[src/rtl/text_pkg.sv]
`default_nettype none
// ============================================================================
// Module      : text_pkg
// Description : Shared geometry, character codes and state encoding for the
//               text console writer and the tile layer that renders from it.
// Revision    : 1.0 - initial release
// ============================================================================
package text_pkg;

  // Text buffer geometry: 16 rows of 32 columns
  localparam int TEXT_COL_BITS = 5;
  localparam int TEXT_ROW_BITS = 4;
  localparam int TEXT_ADDR_W   = TEXT_ROW_BITS + TEXT_COL_BITS;

  // Character codes with special handling
  localparam logic [7:0] CH_LF    = 8'h0A;
  localparam logic [7:0] CH_CR    = 8'h0D;
  localparam logic [7:0] CH_BS    = 8'h08;
  localparam logic [7:0] CH_FF    = 8'h0C;
  localparam logic [7:0] CH_DEL   = 8'h7F;
  localparam logic [7:0] CH_SPACE = 8'h20;

  // Writer state encoding
  typedef enum logic [0:0] {
    ST_IDLE  = 1'b0,
    ST_CLEAR = 1'b1
  } state_t;

endpackage : text_pkg
`default_nettype wire

[src/rtl/text_cursor.sv]
`default_nettype none
// ============================================================================
// Module      : text_cursor
// Description : Row/column cursor registers with column wrap and row wrap.
//               Commands are mutually exclusive in practice; home has top
//               priority so a screen clear always lands at (0,0).
// Revision    : 1.0 - initial release
// ============================================================================
module text_cursor
  import text_pkg::*;
#(
  parameter int COL_BITS = TEXT_COL_BITS,
  parameter int ROW_BITS = TEXT_ROW_BITS
) (
  input  logic                clk,
  input  logic                rst_n,
  input  logic                advance,
  input  logic                newline,
  input  logic                cr,
  input  logic                back,
  input  logic                home,
  output logic [ROW_BITS-1:0] row,
  output logic [COL_BITS-1:0] col
);

  // Cursor update; counters wrap by natural modulo overflow
  always_ff @(posedge clk) begin
    if (!rst_n) begin
      row <= '0;
      col <= '0;
    end else if (home) begin
      row <= '0;
      col <= '0;
    end else if (newline) begin
      row <= row + ROW_BITS'(1);
      col <= '0;
    end else if (cr) begin
      col <= '0;
    end else if (back) begin
      col <= col - COL_BITS'(1);
    end else if (advance) begin
      col <= col + COL_BITS'(1);
      if (col == {COL_BITS{1'b1}}) begin
        row <= row + ROW_BITS'(1);
      end
    end
  end

endmodule : text_cursor
`default_nettype wire

[src/rtl/text_console_writer.sv]
`default_nettype none
// ============================================================================
// Module      : text_console_writer
// Description : Consumes a character stream, keeps a cursor and drives the
//               text buffer RAM write port. Clears the whole buffer after
//               reset and on form feed.
// Revision    : 1.0 - initial release
// ============================================================================
module text_console_writer
  import text_pkg::*;
#(
  parameter int         COL_BITS   = TEXT_COL_BITS,
  parameter int         ROW_BITS   = TEXT_ROW_BITS,
  parameter logic [7:0] CLEAR_CHAR = 8'h20
) (
  input  logic                         i_pix_clk,
  input  logic                         i_reset_n,
  input  logic                         i_char_valid,
  input  logic [7:0]                   i_char,
  output logic                         o_char_ready,
  output logic                         o_wr_en,
  output logic [ROW_BITS+COL_BITS-1:0] o_wr_addr,
  output logic [7:0]                   o_wr_data,
  output logic [ROW_BITS-1:0]          o_cursor_row,
  output logic [COL_BITS-1:0]          o_cursor_col,
  output logic                         o_busy
);

  localparam int ADDR_W = ROW_BITS + COL_BITS;
  // One extra bit so reaching the end of the buffer is visible as the MSB
  localparam int CLR_W  = ADDR_W + 1;

  state_t              state;
  logic [CLR_W-1:0]    clr_cnt;
  logic [ROW_BITS-1:0] row;
  logic [COL_BITS-1:0] col;
  logic [COL_BITS-1:0] col_prev;
  logic                xfer;
  logic                is_print;
  logic                do_adv;
  logic                do_nl;
  logic                do_cr;
  logic                do_back;
  logic                do_home;

  // Character decode for the transfer happening on this edge
  always_comb begin
    xfer     = i_char_valid && (state == ST_IDLE);
    is_print = (i_char >= CH_SPACE) && (i_char != CH_DEL);
    col_prev = col - COL_BITS'(1);
    do_adv   = xfer && is_print;
    do_nl    = xfer && (i_char == CH_LF);
    do_cr    = xfer && (i_char == CH_CR);
    do_back  = xfer && (i_char == CH_BS) && (col != '0);
    do_home  = xfer && (i_char == CH_FF);
  end

  text_cursor #(
    .COL_BITS (COL_BITS),
    .ROW_BITS (ROW_BITS)
  ) u_cursor (
    .clk     (i_pix_clk),
    .rst_n   (i_reset_n),
    .advance (do_adv),
    .newline (do_nl),
    .cr      (do_cr),
    .back    (do_back),
    .home    (do_home),
    .row     (row),
    .col     (col)
  );

  // State machine, clear counter and registered write port
  always_ff @(posedge i_pix_clk) begin
    if (!i_reset_n) begin
      state     <= ST_CLEAR;
      clr_cnt   <= '0;
      o_wr_en   <= 1'b0;
      o_wr_addr <= '0;
      o_wr_data <= '0;
    end else if (state == ST_IDLE) begin
      o_wr_en <= 1'b0;
      if (do_home) begin
        // Form feed: the first clear write goes out right away
        state     <= ST_CLEAR;
        clr_cnt   <= CLR_W'(1);
        o_wr_en   <= 1'b1;
        o_wr_addr <= '0;
        o_wr_data <= CLEAR_CHAR;
      end else if (do_adv) begin
        o_wr_en   <= 1'b1;
        o_wr_addr <= {row, col};
        o_wr_data <= i_char;
      end else if (do_back) begin
        o_wr_en   <= 1'b1;
        o_wr_addr <= {row, col_prev};
        o_wr_data <= CLEAR_CHAR;
      end
    end else begin
      if (clr_cnt[CLR_W-1]) begin
        state   <= ST_IDLE;
        o_wr_en <= 1'b0;
      end else begin
        o_wr_en   <= 1'b1;
        o_wr_addr <= clr_cnt[ADDR_W-1:0];
        o_wr_data <= CLEAR_CHAR;
        clr_cnt   <= clr_cnt + CLR_W'(1);
      end
    end
  end

  assign o_char_ready = (state == ST_IDLE);
  assign o_busy       = (state == ST_CLEAR);
  assign o_cursor_row = row;
  assign o_cursor_col = col;

endmodule : text_console_writer
`default_nettype wire

[config.mk]
export PLATFORM = sky130hd
export DESIGN_NAME = text_console_writer
export DESIGN_NICKNAME = d
export VERILOG_FILES = /design/src/rtl/text_pkg.sv /design/src/rtl/text_cursor.sv /design/src/rtl/text_console_writer.sv
export SDC_FILE = /design/constraint.sdc
export NUM_CORES = 1
export LEC_CHECK = 0
export CAP_MARGIN = 25
export CORE_MARGIN = 3
export CORE_UTILIZATION = 40
export CTS_CLUSTER_SIZE = 28
export DETAILED_ROUTE_END_ITERATION = 10
export PLACE_DENSITY = 0.72
export SLEW_MARGIN = 20
export SYNTH_ARGS = -nofsm -noshare
export SYNTH_HDL_FRONTEND = slang
export SYNTH_SLANG_ARGS = --single-unit
[constraint.sdc]
create_clock -name i_pix_clk -period 6.88 [get_ports i_pix_clk]
set_input_delay 1.376 -clock i_pix_clk [delete_from_list [all_inputs] [get_ports i_pix_clk]]
set_output_delay 1.376 -clock i_pix_clk [all_outputs]
set_load 0.02 [all_outputs]
==> impl_metrics.env <==
export IMPL_avgSynthCellArea_um2=8.667
export IMPL_cts_setup_buffers=0
export IMPL_hold_violations=0
export IMPL_synth_fp_nets=235
export IMPL_leakage_nw=0.8507
export IMPL_track_usage=0.1822
export IMPL_synth_top_family_by_area="simple AND/OR/NAND/NOR gates"
export IMPL_wl_met3_um=232
export IMPL_p_int_w=0.0003137
export IMPL_coreArea_um2=4444
export IMPL_fin_crit_ns=3.578
export IMPL_place_area_um2=2295
export IMPL_crit_buf_inv=1
export IMPL_topRoutingLayerUsed="met4"
export IMPL_yosys_area_share_simple=0.2371
export IMPL_cts_root_buf="clkbuf_8"
export IMPL_start_kind="input port"
export IMPL_drive_gt1_frac=0.06719
export IMPL_critPathSlowestCell="o211ai_1"
export IMPL_gp_congestion=0.7952
export IMPL_io_pins=40
export IMPL_numPlacedInstances=299
export IMPL_crit_arrival_ns=3.72
export IMPL_min_from="o_wr_addr[5]"
export IMPL_crit_type="input port to register"
export IMPL_grt_pass1_wl_um=7762
export IMPL_postRouteAntennaNets=0
export IMPL_drc_errors=0
export IMPL_synth_seq_cells=38
export IMPL_slew_violations=0
export IMPL_die_area_um2=5584
export IMPL_holdWs_ns=0.5232
export IMPL_path_max_fanout=14
export IMPL_synthAdderAreaFrac=0.03974
export IMPL_post_route_period_util=0.5201
export IMPL_seqPwrFrac=0.561
export IMPL_netlist_instances=218
export IMPL_syn_area_um2=1889
export IMPL_first_global_vias=1656
export IMPL_multi_input_area_um2=1049
export IMPL_fp_dieH_um=74.73
export IMPL_yosysWarnings=0
export IMPL_status="finished clean"
export IMPL_required_ns=7.02
export IMPL_area_growth_pct=25.83
export IMPL_cts_resized=0
export IMPL_vias_per_cell=5.649
export IMPL_grt_antenna_before_repair=0
export IMPL_wl_per_cell_um=15.36
export IMPL_hold_buffers=0
export IMPL_clkTransAtPathRegs_ns=0.07
export IMPL_max_freq_mhz=279.5
export IMPL_wl_met1_um=2274
export IMPL_fin_total_pwr_w=0.0004019
export IMPL_clockPowerShare=0.373
export IMPL_cap_violations=0
export IMPL_initial_utilization=0.4251
export IMPL_final_cell_count_no_fill=305
export IMPL_power_switching_share=0.2194
export IMPL_setup_violations=0
export IMPL_hold_class="register to register"
export IMPL_dr_pass1_iters=4
export IMPL_max_slew_worst_pin_slew_ns=0.7433
export IMPL_ys_types=46
export IMPL_cts_sinks=38
export IMPL_dpl_hpwl_um=3367
export IMPL_nets=271
export IMPL_synth_top_area_frac=0.4026
export IMPL_rows=24
export IMPL_fillers=445
export IMPL_ys_top_cells_by_area="dfxtp_1, o21ai_0, nor2_1"
export IMPL_switchingPower_w=0.00008818
export IMPL_yosys_most_used_dff="dfxtp_1"
export IMPL_path_cells="clkdlybuf4s50_1, nand4_1, o211ai_1, nand3_1, o21ai_0, a31oi_1"
export IMPL_grt_overflow=0
export IMPL_stdcell_area_um2=2377
export IMPL_cts_tree="yes"
export IMPL_slew_headroom=0.5023
export IMPL_drtIter0Drc=127
export IMPL_htreeDepth=2
export IMPL_r2r_start="o_busy"
export IMPL_setup_tns_ns=0
export IMPL_vias=1723
export IMPL_slowest_delay_ns=0.65
export IMPL_worstSetupStartpoint="i_char[1]"
export IMPL_synth_xor_area_frac=0.03245
export IMPL_synth_seq_area_share=0.4026
export IMPL_worstSetupEndpointType="register"
export IMPL_ir_drop_uv=105.6
export IMPL_port_buffers=39
export IMPL_antenna_diode_count=0
export IMPL_async_flop_share=0
export IMPL_grt_setup_unrepaired="no"
export IMPL_ff_latch_area_um2=760.7
export IMPL_yosysTopAreaCell="dfxtp_1"
export IMPL_dieWidth_um=74.73
export IMPL_finalClockSkew_ns=0.007224
export IMPL_clockBufferDepth=2
export IMPL_synth_compound_area_frac=0.2159
export IMPL_clk_latency_ns=0.28
export IMPL_grt_max_degree=32
export IMPL_synthMuxAreaShare=0.02980
export IMPL_cts_made_buffers=5
export IMPL_powerDensity_nw_per_um2=169.1
export IMPL_p_comb_frac=0.066
export IMPL_wirelength_um=4686
export IMPL_path_delay_family="compound AO/OA/AOI/OAI gates"
export IMPL_route_met2_wl_um=2125
export IMPL_synth_enable_flop_cells=0
-- cell type report --
class	instances	share of cell area
multi-input cells	163	0.4411
flip-flops and latches	38	0.3200
repair buffers	40	0.1674
clock buffers	6	0.03474
well taps	52	0.02737
inverters	6	0.009474
-- power by group through the flow --
stage | Combinational (W) | Sequential [W] | Clock [W]
6_report | 0.0000265 | 0.000226 | 0.000150
5_1_grt | 0.0000292 | 0.000226 | 0.000160
4_1_cts | 0.0000266 | 0.000226 | 0.000153
3_5_place_dp | 0.0000265 | 0.000231 | 0
3_3_place_gp | 0.0000260 | 0.000231 | 0
2_1_floorplan | 0.0000112 | 0.000232 | 0
-- synthesized netlist by cell type (2+ instances only) --
cell type  instances
dfxtp_1           38
nor2_1            21
o21ai_0           16
nand2_1           13
a21oi_1           12
nor2b_1           11
nor3_1             9
a22oi_1            8
clkbuf_1           7
nand3_1            7
ha_1               6
inv_1              6
xnor2_1            5
a221oi_1           4
and2_1             4
nand4_1            4
or3_1              4
a31oi_1            3
mux2i_1            3
o211ai_1           3
o21ai_1            3
a21boi_0           2
a221oi_2           2
and3_1             2
buf_6              2
nand3b_1           2
xor2_1             2
-- kinds of logic after synthesis --
| kind of cell | Yosys count |
|---|---|
| xor gates and xnor gates | 7 |
| adders and majority gates | 6 |
| buffers and inverters | 17 |
| AOI/OAI and AO/OA | 61 |
| and+or+nand+nor | 84 |
| DFF | 38 |
| muxes | 5 |
-- state kept, by name, summed over array words and instances (netlist names) --
name / cells
clr_cnt: 10
o_wr_addr: 9
o_wr_data: 8
u_cursor.col: 5
u_cursor.row: 4
o_busy: 1
o_wr_en: 1
-- through the flow --
stage	setup WS (ns)	util
2_1_floorplan	3.613	-
3_3_place_gp	3.074	0.5163
3_5_place_dp	2.992	0.5163
4_1_cts	3.286	0.5349
5_1_grt	3.071	0.5349
6_report	3.302	0.5349
-- metal layers --
| layer | vias to the layer above | global-route usage |
|---|---|---|
| met3 | 6 | 0.06542 |
| met1 | 801 | 0.2539 |
| met5 | - | 0 |
| met2 | 48 | 0.2683 |
| met4 | 0 | 0.04743 |
| li1 | 868 | - |
-- cells in the final DEF, fill, tap and decap left out, drive strengths merged, types with 4 or more instances in the layout --
master and n:
ha 6, nor2b 11, dfxtp 38, nor3 9, inv 6, clkdlybuf4s50 39, nand4 4, o21ai 19
nor2 21, clkbuf 6, and2 4, xnor2 5, or3 4, nand3 7, a221oi 6, nand2 13
a21oi 12, a22oi 8
-- worst register-to-register path, delay by kind of cell (launching register included) --
kind	cells	cell delay [ns]
flip-flops	1	0.51
AND/OR/NAND/NOR	3	1.61
AO/OA/AOI/OAI	2	0.30
-- final timing paths --
check                           slack [ns]            to  cells past startpoint
worst min register to register        0.52  o_wr_addr[5]                      2
worst max-delay path                  3.30  o_wr_addr[1]                      6
worst max register to register        4.39  o_wr_addr[2]                      5
worst min-delay path                  0.52  o_wr_addr[5]                      2
Note: power is estimated with default switching activity, not from simulation.
